$ cat config.mk
export PLATFORM = sky130hd
export DESIGN_NAME = dac_sequencer
export DESIGN_NICKNAME = d
export VERILOG_FILES = /design/src/rtl/dac_seq_pkg.sv /design/src/rtl/dac_seq_regfile.sv /design/src/rtl/dac_sequencer.sv
export SDC_FILE = /design/constraint.sdc
export NUM_CORES = 1
export LEC_CHECK = 0
export ABC_AREA = 1
export ABC_CLOCK_PERIOD_IN_PS = 4600
export CAP_MARGIN = 20
export CORE_MARGIN = 5
export CORE_UTILIZATION = 45
export DETAILED_ROUTE_END_ITERATION = 8
export DONT_BUFFER_PORTS = 1
export GPL_TIMING_DRIVEN = 1
export SYNTH_ARGS = -nofsm -noshare
export SYNTH_HDL_FRONTEND = slang
export SYNTH_SLANG_ARGS = --single-unit
$ cat constraint.sdc
create_clock -name clk -period 4.6 [get_ports clk]
set_input_delay 0.46 -clock clk [delete_from_list [all_inputs] [get_ports clk]]
set_output_delay 0.46 -clock clk [all_outputs]
set_load 0.03 [all_outputs]
$ cat src/rtl/dac_seq_pkg.sv
// Shared types, register map and helpers for the ramp-DAC sequencer.
// Build option DAC_SEQ_SHADOW_EN is consumed by dac_seq_regfile.
package dac_seq_pkg;

    localparam int MAX_STATES = 10;

    typedef enum logic [2:0] {
        S_IDLE,
        S_RISE,
        S_HOLD_HI,
        S_FALL,
        S_HOLD_LO,
        S_DONE
    } state_t;

    localparam logic [4:0] ADDR_UP0         = 5'd0;
    localparam logic [4:0] ADDR_DOWN0       = 5'd10;
    localparam logic [4:0] ADDR_UP_STATES   = 5'd20;
    localparam logic [4:0] ADDR_DOWN_STATES = 5'd21;
    localparam logic [4:0] ADDR_IDLE_LVL    = 5'd22;
    localparam logic [4:0] ADDR_HOLD_HI     = 5'd23;
    localparam logic [4:0] ADDR_HOLD_LO     = 5'd24;
    localparam logic [4:0] ADDR_REPEAT      = 5'd25;

    typedef struct packed {
        logic [8*MAX_STATES-1:0] up;
        logic [8*MAX_STATES-1:0] down;
        logic [7:0]              up_states;
        logic [7:0]              down_states;
        logic [7:0]              idle_lvl;
        logic [7:0]              hold_hi;
        logic [7:0]              hold_lo;
        logic [7:0]              repeat_n;
    } regs_t;

    localparam regs_t REGS_RESET = '{
        up:          '0,
        down:        '0,
        up_states:   8'd1,
        down_states: 8'd1,
        idle_lvl:    8'd0,
        hold_hi:     8'd0,
        hold_lo:     8'd0,
        repeat_n:    8'd1
    };

    // State counts must stay within 1..max_v so a ramp phase is never empty.
    function automatic logic [7:0] clamp_states(input logic [7:0] v, input int unsigned max_v);
        if (v == 8'd0) begin
            return 8'd1;
        end else if (32'(v) > max_v) begin
            return 8'(max_v);
        end else begin
            return v;
        end
    endfunction

endpackage

$ cat src/rtl/dac_seq_regfile.sv
// Byte-addressed configuration registers for the DAC sequencer.
// With DAC_SEQ_SHADOW_EN, writes land in a shadow copy promoted on start or idle writes.
module dac_seq_regfile
    import dac_seq_pkg::*;
(
    input  logic       clk,
    input  logic       rst_n,
    input  logic       wr_en,
    input  logic [4:0] wr_addr,
    input  logic [7:0] wr_data,
    input  logic       busy,
    input  logic       load,
    output regs_t      regs,
    output logic       wr_err
);

    regs_t live_q, live_d;
    logic  wr_err_q, wr_err_d;
    logic  addr_ok;

    function automatic regs_t apply_write(input regs_t r, input logic [4:0] a, input logic [7:0] d);
        regs_t n;
        n = r;
        for (int k = 0; k < MAX_STATES; k++) begin
            if (a == 5'(32'(ADDR_UP0) + k))   n.up[8*k +: 8]   = d;
            if (a == 5'(32'(ADDR_DOWN0) + k)) n.down[8*k +: 8] = d;
        end
        case (a)
            ADDR_UP_STATES:   n.up_states   = clamp_states(d, MAX_STATES);
            ADDR_DOWN_STATES: n.down_states = clamp_states(d, MAX_STATES);
            ADDR_IDLE_LVL:    n.idle_lvl    = d;
            ADDR_HOLD_HI:     n.hold_hi     = d;
            ADDR_HOLD_LO:     n.hold_lo     = d;
            ADDR_REPEAT:      n.repeat_n    = (d == 8'd0) ? 8'd1 : d;
            default:          ;
        endcase
        return n;
    endfunction

    assign addr_ok = (wr_addr <= ADDR_REPEAT);

`ifdef DAC_SEQ_SHADOW_EN
    regs_t shadow_q, shadow_d;

    always_comb begin
        shadow_d = shadow_q;
        if (wr_en && addr_ok) begin
            shadow_d = apply_write(shadow_q, wr_addr, wr_data);
        end
        // The running sequence only ever sees live; idle writes promote immediately.
        live_d = live_q;
        if (load || (wr_en && addr_ok && !busy)) begin
            live_d = shadow_d;
        end
        wr_err_d = wr_en && !addr_ok;
    end

    always_ff @(posedge clk or negedge rst_n) begin
        if (!rst_n) begin
            shadow_q <= REGS_RESET;
        end else begin
            shadow_q <= shadow_d;
        end
    end
`else
    logic unused_load;
    assign unused_load = load;

    always_comb begin
        live_d = live_q;
        if (wr_en && addr_ok && !busy) begin
            live_d = apply_write(live_q, wr_addr, wr_data);
        end
        wr_err_d = wr_en && (!addr_ok || busy);
    end
`endif

    always_ff @(posedge clk or negedge rst_n) begin
        if (!rst_n) begin
            live_q   <= REGS_RESET;
            wr_err_q <= 1'b0;
        end else begin
            live_q   <= live_d;
            wr_err_q <= wr_err_d;
        end
    end

    assign regs   = live_q;
    assign wr_err = wr_err_q;

endmodule

$ cat src/rtl/dac_sequencer.sv
// Ramp-DAC sequencer: rise/hold/fall/hold periods repeated a programmed number of times.
// Optional build macro DAC_SEQ_SHADOW_EN selects shadowed configuration registers.
module dac_sequencer
    import dac_seq_pkg::*;
#(
    parameter int MAX_STATES = dac_seq_pkg::MAX_STATES,
    parameter int CNT_W      = 8
) (
    input  logic                    clk,
    input  logic                    rst_n,
    input  logic                    wr_en,
    input  logic [4:0]              wr_addr,
    input  logic [7:0]              wr_data,
    output logic                    wr_err,
    input  logic                    start,
    input  logic                    abort,
    output logic                    dac_en,
    output logic                    dac_set,
    output logic [8*MAX_STATES-1:0] up,
    output logic [8*MAX_STATES-1:0] down,
    output logic [7:0]              up_states,
    output logic [7:0]              down_states,
    output logic [7:0]              idle_lvl,
    output logic                    busy,
    output logic                    done,
    output logic [CNT_W-1:0]        period_cnt
);

    regs_t regs;

    state_t            state_q, state_d;
    logic [CNT_W-1:0]  cyc_q, cyc_d;
    logic [CNT_W-1:0]  period_q, period_d;
    logic              dac_en_q, dac_en_d;
    logic              dac_set_q, dac_set_d;
    logic              done_q, done_d;

    logic              start_ok;
    logic              period_end;
    logic [CNT_W-1:0]  period_inc;
    logic [CNT_W-1:0]  up_len, down_len, hi_len, lo_len, rep_len;

    assign busy     = (state_q != S_IDLE);
    assign start_ok = (state_q == S_IDLE) && start && !abort;

    dac_seq_regfile u_regfile (
        .clk     (clk),
        .rst_n   (rst_n),
        .wr_en   (wr_en),
        .wr_addr (wr_addr),
        .wr_data (wr_data),
        .busy    (busy),
        .load    (start_ok),
        .regs    (regs),
        .wr_err  (wr_err)
    );

    assign up_len     = CNT_W'(regs.up_states);
    assign down_len   = CNT_W'(regs.down_states);
    assign hi_len     = CNT_W'(regs.hold_hi);
    assign lo_len     = CNT_W'(regs.hold_lo);
    assign rep_len    = CNT_W'(regs.repeat_n);
    assign period_inc = period_q + 1'b1;

    always_comb begin
        state_d    = state_q;
        cyc_d      = cyc_q;
        period_d   = period_q;
        period_end = 1'b0;

        if (abort && state_q != S_IDLE) begin
            state_d = S_IDLE;
        end else begin
            case (state_q)
                S_IDLE: begin
                    if (start_ok) begin
                        state_d  = S_RISE;
                        cyc_d    = '0;
                        period_d = '0;
                    end
                end
                S_RISE: begin
                    if (cyc_q == up_len - 1'b1) begin
                        cyc_d   = '0;
                        state_d = (hi_len == '0) ? S_FALL : S_HOLD_HI;
                    end else begin
                        cyc_d = cyc_q + 1'b1;
                    end
                end
                S_HOLD_HI: begin
                    if (cyc_q == hi_len - 1'b1) begin
                        cyc_d   = '0;
                        state_d = S_FALL;
                    end else begin
                        cyc_d = cyc_q + 1'b1;
                    end
                end
                S_FALL: begin
                    if (cyc_q == down_len - 1'b1) begin
                        cyc_d = '0;
                        if (lo_len == '0) begin
                            period_end = 1'b1;
                        end else begin
                            state_d = S_HOLD_LO;
                        end
                    end else begin
                        cyc_d = cyc_q + 1'b1;
                    end
                end
                S_HOLD_LO: begin
                    if (cyc_q == lo_len - 1'b1) begin
                        cyc_d      = '0;
                        period_end = 1'b1;
                    end else begin
                        cyc_d = cyc_q + 1'b1;
                    end
                end
                S_DONE: begin
                    state_d = S_IDLE;
                end
                default: begin
                    state_d = S_IDLE;
                end
            endcase

            if (period_end) begin
                period_d = period_inc;
                state_d  = (period_inc == rep_len) ? S_DONE : S_RISE;
            end
        end

        // Outputs are decoded from the next state so they register alongside it.
        dac_en_d  = (state_d == S_RISE) || (state_d == S_HOLD_HI) ||
                    (state_d == S_FALL) || (state_d == S_HOLD_LO);
        dac_set_d = (state_d == S_RISE) || (state_d == S_HOLD_HI);
        done_d    = (state_d == S_DONE);
    end

    always_ff @(posedge clk or negedge rst_n) begin
        if (!rst_n) begin
            state_q   <= S_IDLE;
            cyc_q     <= '0;
            period_q  <= '0;
            dac_en_q  <= 1'b0;
            dac_set_q <= 1'b0;
            done_q    <= 1'b0;
        end else begin
            state_q   <= state_d;
            cyc_q     <= cyc_d;
            period_q  <= period_d;
            dac_en_q  <= dac_en_d;
            dac_set_q <= dac_set_d;
            done_q    <= done_d;
        end
    end

    assign dac_en      = dac_en_q;
    assign dac_set     = dac_set_q;
    assign done        = done_q;
    assign period_cnt  = period_q;
    assign up          = regs.up;
    assign down        = regs.down;
    assign up_states   = regs.up_states;
    assign down_states = regs.down_states;
    assign idle_lvl    = regs.idle_lvl;

endmodule

==> flow_summary.json, run 1 <==
{
  "grt.overflow.total": 0,
  "final_nets": 1185,
  "async_flop_share": 1.00,
  "fillerInstances": 2491,
  "synthToLayoutAreaGrowth_pct": -2.57,
  "multiInputGateArea_um2": 4020,
  "seqPwrFrac": 0.528,
  "yosys-top-cells-area": "dfrtp_1 48%, buf_4 12%, nand2_1 11%",
  "max_freq_mhz": 400,
  "numCtsBuffers": 26,
  "crit_slowest_cell": "dfstp_2",
  "hold_viol": 231,
  "hpwl_um": 19100,
  "holdCritPathClass": "in -> async",
  "synth.most_common_cell": "nand2_1",
  "grt_pass1_vias": 7366,
  "first_pass_iters": 5,
  "wl_um": 28700,
  "core_area_um2": 25900,
  "ys_seq_elements": 231,
  "dieArea_um2": 29500,
  "grt.total_usage": 0.193,
  "rows": 59,
  "vdd.ir_drop.worst_v": 0.000265,
  "powerDensity_nw_per_um2": 609,
  "worstMarginPinSlew_ns": 0.596,
  "r2r_cells": 14,
  "synth-warning-count": 0,
  "io-pin-count": 215,
  "post-route-min-period_ns": 2.50,
  "regToRegStartpoint": "u_regfile.regs[32]",
  "pwr-share-comb": 0.175,
  "drtIter0Drc": 581,
  "synth.distinct_cells": 44,
  "fin_crit_sh": 0.544,
  "power.leakage_nw": 5.50,
  "arrival_ns": 2.90,
  "status": "complete, but fails checks",
  "clk_path_buf_depth": 3,
  "worstPathCellList": "inv_1 -> ha_1 -> xor2_1 -> o21ai_0 -> nor2_1 -> nand2_1 -> nor2_1 -> nand2_1 -> nand2_1 -> nand2_1 -> inv_1 -> nand3_1 -> nand2_1 -> o22ai_1",
  "die_x_um": 172,
  "crit_required_ns": 5.00,
  "synth_common_cells": "343 x nand2_1, 228 x dfrtp_1, 185 x buf_4, 131 x o21ai_1, 85 x inv_1",
  "path_clk_slew_ns": 0.06,
  "tritoncts": "done",
  "finClkSkew_ns": 0.0106,
  "internal_power_mw": 4.20,
  "drc_errors": 0,
  "io_buffer_count": 0,
  "avgViaCountPerCell": 5.10,
  "initial_core_util": 0.455,
  "timing.setup.tns_ns": 0,
  "synth_nets": 1383,
  "regArea_um2": 5780,
  "power_mw": 6.99,
  "drive_above_1_share": 0.0901,
  "avgSynthCellArea_um2": 8.68,
  "grt_max_degree": 232,
  "end_kind": "register",
  "h-tree-depth": 1,
  "synthFlopType": "dfrtp_1",
  "antennaDiodeCount": 0,
  "maxSlewHeadroom": 0.602,
  "antenna_found_initial": 0,
  "cts_sinks": 231,
  "cts_resized": 0,
  "crit_path_frequent_cell": "nand2_1",
  "net-switching-power_mw": 2.79,
  "r2r_end": "cyc_q[3]",
  "synth_area_um2": 11800,
  "violations": "hold timing",
  "cp_slowest_stage_delay_ns": 0.65,
  "wl_per_cell_um": 19.0,
  "sw_frac_of_total": 0.399,
  "netlist_instances": 1358,
  "rsz0062_at_grt": "false",
  "maxCapViolations": 0,
  "place.gp.congestion": 0.874,
  "setup_viol": 0,
  "r2r_slack_ns": 2.10,
  "cts_root_buf": "clkbuf_16",
  "synth_top_cell_by_area": "dfrtp_1",
  "die_y_um": 172,
  "drv_slew": 0,
  "worstSetupPathType": "reg -> reg",
  "num_vias": 7709,
  "crit_fanout": 6,
  "postRouteAntennaNets": 0,
  "synth_top_area_share": 0.484,
  "clk_latency_ns": 0.53,
  "power.clock.fraction": 0.297,
  "timing.hold.ws_ns": -0.366,
  "ys_seq_area_frac": 0.491,
  "startpoint_type": "register",
  "synth_edf_count": 0,
  "grt_pass1_wl_um": 44300,
  "post_cts.repair.setup_buffers": 0
}
[flip-flops by register name, indices dropped and copies added, names as in the netlist]
register and flops:
u_regfile.regs 208, u_regfile.wr_err 1, cyc_q 8, dac_set 1, done 1, state_q 3
dac_en 1, period_cnt 8
[logic make-up (layout without fill, tap and decap cells)]
group	after synthesis	count (layout)	synth area share
AOI/OAI and AO/OA	233	233	0.104
xor gates and xnor gates	31	31	0.0242
adders and majority gates	7	7	0.00743
buffers and inverters	325	144	0.168
DFF	231	231	0.491
muxes	1	1	0.000956
and+or+nand+nor	530	530	0.204
[how the worst max path moves through the flow]
stage,startpoint,end,slack [ns],cells past startpoint
after CTS,u_regfile.regs[32],dac_en,2.12,16
after detailed placement,u_regfile.regs[32],cyc_q[3],2.13,14
after global routing,u_regfile.regs[32],cyc_q[3],1.82,16
after global placement,u_regfile.regs[32],dac_en,2.21,16
final,u_regfile.regs[32],cyc_q[3],2.10,14
after floorplan,u_regfile.regs[32],dac_en,2.53,16
[layout make-up]
type / instances / area share
well taps: 335 / 0.0365
clock inverters: 9 / 0.00850
clock buffers: 36 / 0.0662
flip-flops and latches: 231 / 0.504
multi-input cells: 802 / 0.350
repair buffers: 8 / 0.00523
inverters: 91 / 0.0301
[power groups by stage]
stage | clock [mW] | combinational, mW | sequential, mW
2_1_floorplan | 0 | 2.37 | 2.75
3_3_place_gp | 0 | 1.19 | 3.73
3_5_place_dp | 0 | 1.23 | 3.73
4_1_cts | 2.14 | 1.23 | 3.70
5_1_grt | 2.22 | 1.44 | 3.75
6_report | 2.08 | 1.23 | 3.69
[critical path: cells and delay by family (launching register included)]
| family | cells | cell delay [ns] |
|---|---|---|
| buffers and inverters | 2 | 0.20 |
| and+or+nand+nor | 8 | 0.84 |
| DFF | 1 | 0.65 |
| adders and majority gates | 1 | 0.32 |
| AOI/OAI and AO/OA | 2 | 0.21 |
| xor gates and xnor gates | 1 | 0.15 |
[routing by layer]
layer,wire length (µm),vias to the layer above,GRT usage
met2,13300,237,0.311
met4,543,0,0.0420
met5,0,-,0
met3,2910,42,0.0729
met1,12000,3655,0.250
li1,-,3775,-
[stage by stage]
stage / std cells / area (µm²) / setup WS [ns] / utilization
2_1_floorplan: 1358 / 11800 / 2.53 / -
3_3_place_gp: 1467 / 10600 / 2.21 / 0.410
3_5_place_dp: 1467 / 10600 / 2.13 / 0.410
4_1_cts: 1512 / 11500 / 2.12 / 0.443
5_1_grt: 1512 / 11500 / 1.82 / 0.443
6_report: 1512 / 11500 / 2.10 / 0.443
[cell usage in the layout, fill, tap and decap left out, types with 5 or more instances in the layout]
master / n
nand2_1: 343
dfrtp_1: 228
o21ai_1: 131
inv_1: 85
o21ai_0: 79
nor2_1: 72
nand3_1: 47
clkbuf_16: 27
xor2_1: 19
nor3_1: 13
xnor2_1: 11
nand4_1: 11
a21oi_1: 8
o21ai_2: 8
buf_4: 8
clkinv_2: 7
nand4_4: 7
nand2_2: 7
ha_1: 7
nand2_4: 5
o22ai_1: 5
clkbuf_8: 5
Power figures use the tool's default switching activity.
==> run 2, diff against run 1 <==
- ABC_AREA: 1 -> 0
- ABC_CLOCK_PERIOD_IN_PS: 4600 -> 2600
- clock period: 4.6 -> 2.6 ns (I/O delays scaled with it)
==> flow_summary.json, run 2 <==
{
  "status": "complete, but fails checks",
  "violations": "hold timing, setup timing",
  "crit_required_ns": 3.00,
  "worstSetupPathType": "reg -> reg",
  "top_layer_used": "met4",
  "arrival_ns": 3.32,
  "synth_area_um2": 11900,
  "async_flop_share": 1.00,
  "tritoncts": "done",
  "layout_common_cells": "226 x dfrtp_1, 184 x mux2_2, 143 x buf_4",
  "mostFrequentLayoutCell": "dfrtp_1",
  "postCtsHoldBufs": 12,
  "met2_length_um": 14700,
  "drtIter0Drc": 343,
  "cts_root_buf": "clkbuf_16",
  "clk_latency_ns": 0.52,
  "synthXorXnorAreaFrac": 0.0336,
  "rows": 59,
  "fin_cells": 1349,
  "synth-simple-area-share": 0.0932,
  "largest_reg_flops": 208,
  "avgViaCountPerCell": 5.27,
  "end_kind": "register",
  "io-pin-count": 215,
  "synth_nets": 1054,
  "num_vias": 7108,
  "hold_viol": 231,
  "synth_compound_area_frac": 0.0616,
  "cts_sinks": 231,
  "met3_length_um": 2310,
  "finClkSkew_ns": 0.0116,
  "worstMarginPinSlew_ns": 0.488,
  "synth_top_cell_by_area": "dfrtp_1",
  "muxShareOfSynthArea": 0.177,
  "grt.total_usage": 0.195,
  "postRouteAntennaNets": 0,
  "maxCapViolations": 0,
  "cp_slowest_stage_delay_ns": 0.53,
  "die_x_um": 173,
  "vdd.ir_drop.worst_v": 0.000594,
  "synth.distinct_cells": 73,
  "synth_common_cells": "228 x dfrtp_1, 185 x buf_4, 184 x mux2_2, 58 x nor2_1, 39 x nand2_1",
  "clk_path_buf_depth": 3,
  "fin_crit_sh": 1.12,
  "synthToLayoutAreaGrowth_pct": 11.4,
  "post-route-min-period_ns": 2.92,
  "antennaDiodeCount": 0,
  "core_area_um2": 26100,
  "synth_top_family_by_area": "multiplexers",
  "setup_viol": 13,
  "power.leakage_nw": 6.15,
  "synth-warning-count": 0,
  "drv_slew": 0,
  "worstPathCellList": "or4_4 -> a2111oi_4 -> nor3b_2 -> buf_4 -> o31ai_4 -> a21oi_2 -> o31ai_4 -> inv_4 -> o311a_1 -> a211o_1",
  "grt_max_degree": 232,
  "synth_edf_count": 0,
  "utilization": 0.509,
  "setup_ws_ns": -0.316,
  "first_pass_iters": 4,
  "antenna_found_initial": 0,
  "h-tree-depth": 1,
  "drive_above_1_share": 0.438,
  "synth_top_area_share": 0.480,
  "dieArea_um2": 29800,
  "timing.hold.ws_ns": -0.565,
  "synth.most_common_cell": "dfrtp_1",
  "yosys-top-cells-area": "dfrtp_1 48%, mux2_2 17%, buf_4 12%",
  "holdCritPathClass": "in -> async",
  "power_mw": 11.7,
  "max_freq_mhz": 343,
  "wl_met1_um": 12000,
  "io_buffer_count": 0,
  "placedInstanceArea_um2": 11900,
  "synth_adder_area_share": 0.00820,
  "wl_um": 29700,
  "drc_errors": 0,
  "dp_worst_setup_slack_ns": -0.342,
  "grt.overflow.total": 0,
  "path_clk_slew_ns": 0.06,
  "netlist_instances": 1029,
  "crit_path_frequent_cell": "o31ai_4",
  "numCtsBuffers": 26,
  "rsz0062_at_grt": "true",
  "ys_seq_area_frac": 0.486,
  "grt_pass1_wl_um": 46600,
  "design_area_um2": 13300,
  "maxSlewHeadroom": 0.674,
  "initial_core_util": 0.457,
  "ys_seq_elements": 231,
  "final_nets": 1020,
  "powerDensity_nw_per_um2": 882,
  "hpwl_um": 19800,
  "die_y_um": 173,
  "crit_slowest_cell": "or4_4",
  "crit_fanout": 4,
  "synthFlopType": "dfrtp_1",
  "avgSynthCellArea_um2": 11.6,
  "timing.setup.tns_ns": -2.34,
  "grt_pass1_vias": 7496,
  "place.gp.congestion": 0.904,
  "startpoint_type": "register",
  "wl_per_cell_um": 22.0,
  "placed_cells": 1284
}
==> run 2: per-layer routing <==
| metal | global-route usage | up-vias |
|---|---|---|
| li1 | - | 3308 |
| met4 | 0.0423 | 0 |
| met1 | 0.240 | 3601 |
| met2 | 0.332 | 163 |
| met5 | 0 | - |
| met3 | 0.0664 | 36 |
==> run 2: worst max-delay path: cells and delay by family (launching register included) <==
kind	cells	cell delay, ns
DFF	1	0.40
and+or+nand+nor	2	0.65
buffers and inverters	2	0.25
AOI/OAI and AO/OA	6	1.49
==> run 2: path summary, 6_finish.rpt <==
path	startpoint	slack [ns]	endpoint	depth (start not counted)
min reg2reg	u_regfile.regs[0]	0.50	u_regfile.regs[0]	2
min in group clk	wr_data[2]	0.03	u_regfile.regs[0]	4
max reg2reg	u_regfile.regs[33]	-0.32	cyc_q[7]	10
max	u_regfile.regs[33]	-0.32	cyc_q[7]	10
min	rst_n	-0.57	u_regfile.regs[37]	0
max in group asynchronous	rst_n	2.80	u_regfile.regs[0]	0
==> run 2: repair_timing <==
item / in CTS / in global routing
endpoints found under the hold margin: 429 / 231
resized for setup: 23 / 30
cloned: 0 / 0
pin swaps: 6 / 4
setup buffers: 2 / 5
setup endpoints to repair: 15 / 28
==> run 2: layout make-up <==
| type | count | area (µm²) |
|---|---|---|
| sequential | 231 | 5790 |
| clock inverter | 9 | 105 |
| inverter | 22 | 85.1 |
| clock buffer | 38 | 797 |
| timing repair buffer | 166 | 1400 |
| multi-input combinational | 548 | 4660 |
| tap | 335 | 419 |
| fill | 2275 | 12800 |
==> run 2: cells by family (layout without fill, tap and decap cells) <==
| logic type | Yosys count | in the layout |
|---|---|---|
| buf+inv | 250 | 235 |
| flops | 231 | 231 |
| simple gates | 211 | 211 |
| mux | 187 | 187 |
| compound gates | 98 | 98 |
| xor+xnor | 44 | 44 |
| fa+ha+maj | 8 | 8 |
==> run 2: power by group <==
part / switching, mW / total [mW] / internal (mW)
Combinational: 0.946 / 2.09 / 1.14
Clock: 1.45 / 3.77 / 2.32
Sequential: 1.61 / 5.84 / 4.22
Total: 4.01 / 11.7 / 7.69
